<file path="src/rtl/piano_pkg.sv">
// Shared note codes, sequencer state encoding and note width for the piano player.
package piano_pkg;

  localparam int unsigned NOTE_W = 4;

  localparam logic [NOTE_W-1:0] NOTE_REST = 4'd0;
  localparam logic [NOTE_W-1:0] NOTE_DO   = 4'd1;
  localparam logic [NOTE_W-1:0] NOTE_RE   = 4'd2;
  localparam logic [NOTE_W-1:0] NOTE_MI   = 4'd3;
  localparam logic [NOTE_W-1:0] NOTE_FA   = 4'd4;
  localparam logic [NOTE_W-1:0] NOTE_SOL  = 4'd5;
  localparam logic [NOTE_W-1:0] NOTE_LA   = 4'd6;
  localparam logic [NOTE_W-1:0] NOTE_TI   = 4'd7;
  localparam logic [NOTE_W-1:0] NOTE_HDO  = 4'd8;
  localparam logic [NOTE_W-1:0] NOTE_HRE  = 4'd9;
  localparam logic [NOTE_W-1:0] NOTE_HMI  = 4'd10;
  localparam logic [NOTE_W-1:0] NOTE_HFA  = 4'd11;
  localparam logic [NOTE_W-1:0] NOTE_HSOL = 4'd12;
  localparam logic [NOTE_W-1:0] NOTE_HLA  = 4'd13;
  localparam logic [NOTE_W-1:0] NOTE_HTI  = 4'd14;

  typedef enum logic [2:0] {
    StIdle,
    StStart,
    StWaitHi,
    StWaitLo,
    StGap,
    StDone
  } seqState_e;

endpackage

</file>
<file path="src/rtl/song_rom.sv">
// Fixed melody table: address to note code; addresses past SONG_LEN read as a rest.
module song_rom
  import piano_pkg::*;
#(
  parameter int unsigned SONG_LEN = 16,
  parameter int unsigned ADDR_W   = 4
) (
  input  logic [ADDR_W-1:0] iAddr,
  output logic [NOTE_W-1:0] oNote
);

  always_comb begin
    oNote = NOTE_REST;
    if (32'(iAddr) < SONG_LEN) begin
      case (32'(iAddr))
        0:       oNote = NOTE_DO;
        1:       oNote = NOTE_MI;
        2:       oNote = NOTE_SOL;
        3:       oNote = NOTE_REST;
        4:       oNote = NOTE_SOL;
        5:       oNote = NOTE_MI;
        6:       oNote = NOTE_DO;
        7:       oNote = NOTE_REST;
        8:       oNote = NOTE_HDO;
        9:       oNote = NOTE_TI;
        10:      oNote = NOTE_LA;
        11:      oNote = NOTE_SOL;
        12:      oNote = NOTE_FA;
        13:      oNote = NOTE_MI;
        14:      oNote = NOTE_RE;
        15:      oNote = NOTE_DO;
        default: oNote = NOTE_REST;
      endcase
    end
  end

endmodule

</file>
<file path="src/rtl/note_sequencer.sv">
// Steps through song_rom, pulsing the buzzer counter per note and waiting out ring + gap.
// Define SEQ_LOOP_EN to replay the song endlessly instead of ending with oDone.
module note_sequencer
  import piano_pkg::*;
#(
  parameter int unsigned SONG_LEN     = 16,
  parameter int unsigned GAP_CYCLES   = 50000,
  parameter int unsigned RING_TIMEOUT = 3
) (
  input  logic              iClk,
  input  logic              iReset_n,
  input  logic              iPlay,
  input  logic              iStop,
  input  logic              iRing,
  output logic              oNoteStart,
  output logic [NOTE_W-1:0] oNote,
  output logic              oBusy,
  output logic              oDone
);

  localparam int unsigned ADDR_W = $clog2(SONG_LEN);
  localparam int unsigned GAP_W  = $clog2(GAP_CYCLES + 1);
  localparam int unsigned TO_W   = $clog2(RING_TIMEOUT + 1);

  localparam logic [ADDR_W-1:0] LAST_ADDR = ADDR_W'(SONG_LEN - 1);
  localparam logic [GAP_W-1:0]  GAP_LOAD  = GAP_W'(GAP_CYCLES - 1);
  localparam logic [TO_W-1:0]   TO_LIMIT  = TO_W'(RING_TIMEOUT);

  seqState_e         stateQ;
  logic [ADDR_W-1:0] addrQ;
  logic [GAP_W-1:0]  gapCntQ;
  logic [TO_W-1:0]   toCntQ;

  logic [ADDR_W-1:0] addrInc;
  logic [ADDR_W-1:0] romAddr;
  logic [NOTE_W-1:0] romNote;
  logic [TO_W-1:0]   toInc;

  // The ROM is read at the address about to be entered so oNote is valid in the pulse cycle.
  always_comb begin
    addrInc = (addrQ == LAST_ADDR) ? '0 : addrQ + 1'b1;
    romAddr = (stateQ == StGap) ? addrInc : '0;
    toInc   = toCntQ + 1'b1;
  end

  song_rom #(
    .SONG_LEN (SONG_LEN),
    .ADDR_W   (ADDR_W)
  ) uSongRom (
    .iAddr (romAddr),
    .oNote (romNote)
  );

  always_ff @(posedge iClk) begin
    if (!iReset_n) begin
      stateQ     <= StIdle;
      addrQ      <= '0;
      gapCntQ    <= '0;
      toCntQ     <= '0;
      oNoteStart <= 1'b0;
      oNote      <= NOTE_REST;
      oBusy      <= 1'b0;
      oDone      <= 1'b0;
    end else begin
      oNoteStart <= 1'b0;
      oDone      <= 1'b0;
      if (iStop && (stateQ != StIdle)) begin
        stateQ <= StIdle;
        oNote  <= NOTE_REST;
        oBusy  <= 1'b0;
      end else begin
        unique case (stateQ)
          StIdle: begin
            if (!iStop && iPlay) begin
              stateQ     <= StStart;
              addrQ      <= '0;
              oNoteStart <= 1'b1;
              oNote      <= romNote;
              oBusy      <= 1'b1;
            end
          end
          StStart: begin
            stateQ <= StWaitHi;
            toCntQ <= '0;
          end
          StWaitHi: begin
            if (iRing) begin
              stateQ <= StWaitLo;
            end else begin
              toCntQ <= toInc;
              // Counter never answered: drop this note but keep the song going.
              if (toInc == TO_LIMIT) begin
                stateQ  <= StGap;
                gapCntQ <= GAP_LOAD;
              end
            end
          end
          StWaitLo: begin
            if (!iRing) begin
              stateQ  <= StGap;
              gapCntQ <= GAP_LOAD;
              oNote   <= NOTE_REST;
            end
          end
          StGap: begin
            if (gapCntQ != '0) begin
              gapCntQ <= gapCntQ - 1'b1;
`ifdef SEQ_LOOP_EN
            end else begin
              stateQ     <= StStart;
              addrQ      <= addrInc;
              oNoteStart <= 1'b1;
              oNote      <= romNote;
            end
`else
            end else if (addrQ == LAST_ADDR) begin
              stateQ <= StDone;
              oDone  <= 1'b1;
              oNote  <= NOTE_REST;
            end else begin
              stateQ     <= StStart;
              addrQ      <= addrInc;
              oNoteStart <= 1'b1;
              oNote      <= romNote;
            end
`endif
          end
          StDone: begin
            stateQ <= StIdle;
            oBusy  <= 1'b0;
          end
          default: begin
            stateQ <= StIdle;
            oBusy  <= 1'b0;
          end
        endcase
      end
    end
  end

endmodule

</file>
<file path="config.mk">
export PLATFORM = sky130hd
export DESIGN_NAME = note_sequencer
export DESIGN_NICKNAME = d
export VERILOG_FILES = /design/src/rtl/piano_pkg.sv /design/src/rtl/song_rom.sv /design/src/rtl/note_sequencer.sv
export SDC_FILE = /design/constraint.sdc
export NUM_CORES = 1
export LEC_CHECK = 0
export CAP_MARGIN = 10
export CORE_ASPECT_RATIO = 1.1
export CORE_MARGIN = 2
export CORE_UTILIZATION = 45
export CTS_CLUSTER_SIZE = 14
export DETAILED_ROUTE_END_ITERATION = 8
export PLACE_DENSITY = 0.62
export SLEW_MARGIN = 20
export SYNTH_ARGS = -nofsm -noshare
export SYNTH_HDL_FRONTEND = slang
export SYNTH_HIERARCHICAL = 1
export SYNTH_SLANG_ARGS = --single-unit
</file>
<file path="constraint.sdc">
create_clock -name iClk -period 2.44 [get_ports iClk]
set_clock_uncertainty 0.1 [all_clocks]
set_input_delay 0.61 -clock iClk [delete_from_list [all_inputs] [get_ports iClk]]
set_output_delay 0.61 -clock iClk [all_outputs]
set_load 0.005 [all_outputs]
</file>
==> run_results.csv, run 1 <==
group,metric,value,unit
die,coreArea,0.00402,sq mm
logic_synthesis,yosysSeqAreaShare,0.335,
worst_setup_path,criticalPathCategory,"reg -> reg",
timing,tightest_slew,0.518,ns
worst_setup_path,r2r-start,"stateQ[1]",
final_layout,drive_above_1_share,0.215,
worst_setup_path,reg2regPathDepth,5,
logic_synthesis,synthCells,223,
grt,track_usage,0.201,
logic_synthesis,synth-seq-cells,32,
timing,hold_slack,0.353,ns
timing,max_slew_margin,0.652,
placement,dp_slack,-0.297,ns
route,routed_wl,4.22,mm
cts,cts_buffer_depth,2,
worst_setup_path,crit_end,"gapCntQ[15]",
cts,htree_num_levels,2,
logic_synthesis,netlist_area,0.00191,sq mm
worst_setup_path,crit_start,"stateQ[1]",
placement,placed_cell_area,0.00222,sq mm
cts,cts-root-buf,"clkbuf_8",
die,die_y,72.4,microns
route,ant_nets,0,
grt,grt_antenna_before_repair,0,
die,die-width,66.1,microns
cts,insertion_delay,0.30,ns
timing,setup_viol,0,
grt,grt_pass1_wl,7.49,mm
timing,hold_viol_final,0,
placement,hpwl,3.16,mm
placement,place_congestion,0.803,
timing,fin_crit_sh,0.904,
final_layout,fill_cells,380,
logic_synthesis,ys_warn_count,6,
worst_setup_path,endpoint_kind,"register",
grt,grt_pass1_vias,1683,
power,vdd_drop_max,0.325,mV
timing,rsz0062_at_grt,"no",
cts,cts_buffers,5,
route,dr_total_vias,1746,
logic_synthesis,syn_area_per_cell,8.57,sq um
die,start_util,0.475,
route,wl_met2,2.09,mm
route,wl_per_cell,13.5,microns
grt,grt_remaining_overflow,0,
route,drtPass1Iterations,4,
worst_setup_path,regToRegSetupSlack,0.23,ns
timing,slew_viol_final,0,
final_layout,layout_commonest_cell,"dfxtp_1",
placement,port_buffers,11,
die,pin_count,12,
worst_setup_path,path_cells,"or4b_4 > o22ai_4 > nand4_4 > or4_1 > a31oi_1",
cts,clock_sinks,32,
worst_setup_path,cp.depth,5,
placement,dp_cells,302,
worst_setup_path,critPathLaunchType,"register",
worst_setup_path,path_max_fanout,8,
die,fp-row-count,24,
run,max-cap-violations,0,
logic_synthesis,yosysUniqueCellTypes,56,
route,dr_wl_met3,140,microns
cts,path_clk_slew,0.07,ns
timing,fin_crit,2.21,ns
min_path,hold_class,"reg -> reg",
power,finalPower,1.09,mW
route,highest_layer,"met4",
timing,finalWorstSetupSlack,0.233,ns
worst_setup_path,r2r-end,"gapCntQ[15]",
logic_synthesis,synth_nets,237,
final_layout,nNetsFinal,274,
timing,fmax,453,MHz
final_layout,diodes,0,
route,drc,0,
worst_setup_path,cp_slowest_cell,"or4b_4",
route,first_iter_violations,113,
die,dieArea,0.00479,sq mm
worst_setup_path,critPathMaxStageDelay,0.54,ns
final_layout,fin_area,0.00234,sq mm
worst_setup_path,critPathRequiredTime,2.56,ns
route,vias_per_cell,5.58,
worst_setup_path,worst-path-buf-inv,0,
cts,cts_tree,"yes",
final_layout,layout.cells.non_filler,313,
route,wirelength_met1,1.91,mm
final_layout,final_cell_mix,"dfxtp_1, buf_4, nor2_1",
power,powerDensity,467,mW/mm^2
status,status,"complete, no violations",
grt,grt_max_degree,16,
power,leakage,0.942,nW
worst_setup_path,critPathArrivalTime,2.33,ns
worst_setup_path,crit_family,"simple AND/OR/NAND/NOR gates",
final_layout,area_growth_syn_to_layout,22.6,%
worst min path at each step:
stage / to / startpoint / slack (ns) / cells after the start
2_1_floorplan: gapCntQ[0] / gapCntQ[0] / 0.35 / 1
6_report: oNote[1] / oNote[1] / 0.35 / 2
5_1_grt: oNote[1] / oNote[1] / 0.39 / 2
3_5_place_dp: oNote[1] / oNote[1] / 0.35 / 2
3_3_place_gp: oNote[1] / oNote[1] / 0.35 / 2
4_1_cts: oNote[1] / oNote[1] / 0.36 / 2
synth_stat cells (all sizes together):
master	n	area share
a2111oi	1	0.0046
a211oi	1	0.0039
a21o	2	0.0085
a21oi	14	0.037
a221oi	2	0.0092
a22o	1	0.0046
a22oi	4	0.016
a31oi	4	0.013
a32oi	1	0.0046
and2	5	0.017
and2b	1	0.0046
and3	5	0.016
and4	1	0.0046
buf	3	0.011
clkbuf	4	0.0079
dfxtp	32	0.34
ha	9	0.059
inv	7	0.014
mux2	2	0.012
mux2i	5	0.026
nand2	19	0.037
nand3	10	0.029
nand3b	1	0.0039
nand4	6	0.031
nand4b	1	0.0046
nor2	24	0.048
nor2b	3	0.0098
nor3	6	0.016
nor3b	2	0.010
nor4	2	0.0065
nor4b	3	0.025
o211ai	3	0.012
o21ai	9	0.026
o22ai	1	0.010
o31ai	5	0.022
or2	4	0.013
or3	5	0.016
or3b	1	0.0046
or4	6	0.027
or4b	1	0.0072
xnor2	1	0.0046
xor2	6	0.027
routing by layer:
layer  vias up  global-route usage
met5         -                   0
met1       810               0.238
met2        32               0.350
met3         8              0.0326
met4         0              0.0998
li1        896                   -
logic make-up (layout without fill, tap and decap cells):
kind of cell / Yosys count / count (layout) / synth area share
xor+xnor: 7 / 7 / 0.0321
buf+inv: 14 / 52 / 0.0327
simple gates: 106 / 106 / 0.332
mux: 7 / 7 / 0.0380
flops: 32 / 32 / 0.335
fa+ha+maj: 9 / 9 / 0.0589
compound gates: 48 / 48 / 0.171
worst min-delay path: cells and delay by family, from the launching register on:
family | cells | cell delay, ns
mux | 1 | 0.05
simple gates | 1 | 0.05
flops | 1 | 0.31
stage by stage:
stage	TNS, ns	utilization
after floorplan	0	-
after global placement	-2.19	0.553
after detailed placement	-2.59	0.553
after CTS	0	0.576
after global routing	0	0.582
final	0	0.582
flip-flops by register name (all words and copies together), names as in the netlist:
signal and cells:
addrQ 4, gapCntQ 16, oBusy 1, oDone 1, oNote 4, oNoteStart 1, stateQ 3, toCntQ 2
layout make-up:
cell class	instances	area, sq um	area share
inverter	7	26.3	0.0112
timing repair buffer	37	310	0.132
clock inverter	2	10.0	0.00427
tap	52	65.1	0.0278
clock buffer	6	82.6	0.0352
multi-input combinational	177	1210	0.516
sequential	32	641	0.273
report_power, final:
group          internal [mW]  switching, mW  total [mW]  leakage [nW]
Combinational         0.0569         0.0662       0.123         0.632
Clock                  0.225          0.206       0.431        0.0510
Sequential             0.532        0.00869       0.540         0.259
Total                  0.814          0.281        1.09         0.942
timing repair:
action	4_1_cts	5_1_grt
setup buffers	0	3
hold buffers	0	0
endpoints found under the setup margin	0	3
resized for setup	0	2
Power figures use the tool's default switching activity.
==> inputs of run 2 (changes only) <==
- clock period: 2.44 -> 2.56 ns (I/O delays scaled with it)
==> run_results.csv, run 2 (same netlist as run 1, synthesis figures left out) <==
group,metric,value,unit
worst_setup_path,cp_slowest_cell,"or4b_4",
route,drtPass1Iterations,4,
die,coreArea,0.00402,sq mm
cts,clock_sinks,32,
worst_setup_path,critPathRequiredTime,2.68,ns
min_path,hold-path-endpoint,"oNote[3]",
final_layout,seq_area,641,sq um
timing,setup_viol,0,
power,power_frac_comb,0.107,
placement,port_buffers,11,
cts,cts_buffer_depth,2,
cts,cts_buffers,5,
timing,fin_crit_sh,0.970,
power,internal_power,0.799,mW
power,switchingPower,0.256,mW
route,wl_per_cell,14.0,microns
final_layout,diodes,0,
final_layout,layout_commonest_cell,"dfxtp_1",
die,pin_count,12,
placement,dp_slack,-0.247,ns
final_layout,multi_input_area,0.00121,sq mm
run,max-cap-violations,0,
cts,insertion_delay,0.29,ns
min_path,hold_depth,2,
final_layout,reg_top3,"gapCntQ x16, addrQ x4, oNote x4",
route,vias_per_cell,5.61,
cts,cts-root-buf,"clkbuf_8",
final_layout,nNetsFinal,269,
cts,path_clk_slew,0.07,ns
route,first_iter_violations,185,
grt,grt_pass1_vias,1668,
route,routed_wl,4.31,mm
cts,htree_num_levels,2,
final_layout,drive_above_1_share,0.196,
final_layout,area_growth_syn_to_layout,20.5,%
status,status,"complete, no violations",
final_layout,fin_area,0.00230,sq mm
power,pwr-share-clk,0.402,
power,finalPower,1.05,mW
worst_setup_path,critPathLaunchType,"input port",
power,vdd_drop_max,0.252,mV
worst_setup_path,critPathArrivalTime,2.60,ns
final_layout,final_cell_mix,"dfxtp_1, nor2_1, buf_4",
timing,hold_viol_final,0,
die,fp-row-count,24,
die,die_y,72.4,microns
worst_setup_path,path_cells,"clkdlybuf4s50_1 > or4b_4 > o22ai_4 > nand4_4 > or4_1 > a31oi_1",
worst_setup_path,r2r-end,"oNote[1]",
worst_setup_path,critPathMaxStageDelay,0.55,ns
power,p_sw_frac,0.243,
min_path,hp-start,"oNote[3]",
placement,hpwl,3.18,mm
final_layout,largest_register_ffs,16,
timing,fmax,403,MHz
worst_setup_path,criticalPathCategory,"in -> reg",
cts,cts_tree,"yes",
grt,grt_max_degree,16,
power,sequentialPowerShare,0.490,
die,start_util,0.475,
grt,grt_pass1_wl,7.46,mm
worst_setup_path,path_max_fanout,6,
placement,placed_cell_area,0.00219,sq mm
placement,place_congestion,0.770,
worst_setup_path,r2r-start,"stateQ[1]",
timing,hold_slack,0.358,ns
grt,track_usage,0.204,
die,dieArea,0.00479,sq mm
timing,max_slew_margin,0.628,
power,powerDensity,458,mW/mm^2
power,leakage,0.904,nW
final_layout,fill_cells,408,
route,drc,0,
timing,finalWorstSetupSlack,0.0769,ns
timing,fin_crit,2.48,ns
die,die-width,66.1,microns
route,dr_total_vias,1721,
grt,grt_remaining_overflow,0,
worst_setup_path,reg2regPathDepth,7,
min_path,hold_class,"reg -> reg",
timing,rsz0062_at_grt,"yes",
worst_setup_path,regToRegSetupSlack,0.27,ns
timing,slew_viol_final,0,
grt,grt_antenna_before_repair,0,
worst_setup_path,crit_start,"iRing",
route,ant_nets,0,
timing,tightest_slew,0.552,ns
worst_setup_path,endpoint_kind,"register",
final_layout,regMostFlops,"gapCntQ",
-- run 2: changes by cell type in the layout (fill, tap and decap cells not counted) --
cell | before | now
clkdlybuf4s50_1 | 9 | 11
clkinv_2 | 2 | 0
clkbuf_8 | 6 | 7
dlymetal6s2s_1 | 2 | 0
buf_4 | 26 | 21
-- run 2: worst max-delay path by stage --
stage                  end  slack, ns  cells past startpoint
6_report       gapCntQ[15]       0.08                      6
5_1_grt        gapCntQ[14]     -0.005                      6
4_1_cts        gapCntQ[15]       0.07                      6
3_5_place_dp   gapCntQ[15]      -0.25                      6
3_3_place_gp   gapCntQ[14]      -0.18                      6
2_1_floorplan  gapCntQ[14]       0.27                      5
-- run 2: critical path: cells and delay by family --
kind | cells | cell delay [ns]
simple gates | 3 | 1.13
buf+inv | 1 | 0.42
compound gates | 2 | 0.41
-- run 2: through the flow --
step	utilization	TNS, ns	std cells
floorplan	-	0	223
global placement	0.545	-1.01	298
detailed placement	0.545	-1.45	298
CTS	0.569	0	305
global route	0.573	-0.00550	307
finish	0.573	0	307
-- run 2: what timing repair did --
item	in CTS	in global routing
hold buffers	0	0
gates resized for setup	0	0
setup endpoints to repair	0	2
buffers inserted	0	2
-- run 2: per-layer routing --
layer  GRT usage  wire [microns]
met1       0.236            1970
met2       0.340            2030
met3      0.0574             166
met4       0.104             138
met5           0               0
-- run 2: layout make-up --
class	count	area share
Tap cell	52	0.0282
Sequential cell	32	0.278
Multi-Input combinational cell	177	0.524
Clock buffer	7	0.0418
Inverter	7	0.0114
Timing Repair Buffer	32	0.116
-- run 2: power groups by stage --
| stage | Sequential [mW] | Clock (mW) | Combinational (mW) |
|---|---|---|---|
| after floorplan | 0.525 | 0 | 0.0677 |
| after global placement | 0.528 | 0 | 0.113 |
| after detailed placement | 0.528 | 0 | 0.113 |
| after CTS | 0.517 | 0.438 | 0.113 |
| after global routing | 0.518 | 0.457 | 0.126 |
| final | 0.517 | 0.424 | 0.113 |
==> inputs of run 3 (changes only) <==
- CTS_BUF_LIST: not set -> sky130_fd_sc_hd__clkbuf_8
==> results of run 3 <==
The final DEF is identical to that of run 2; final timing and power are the same.
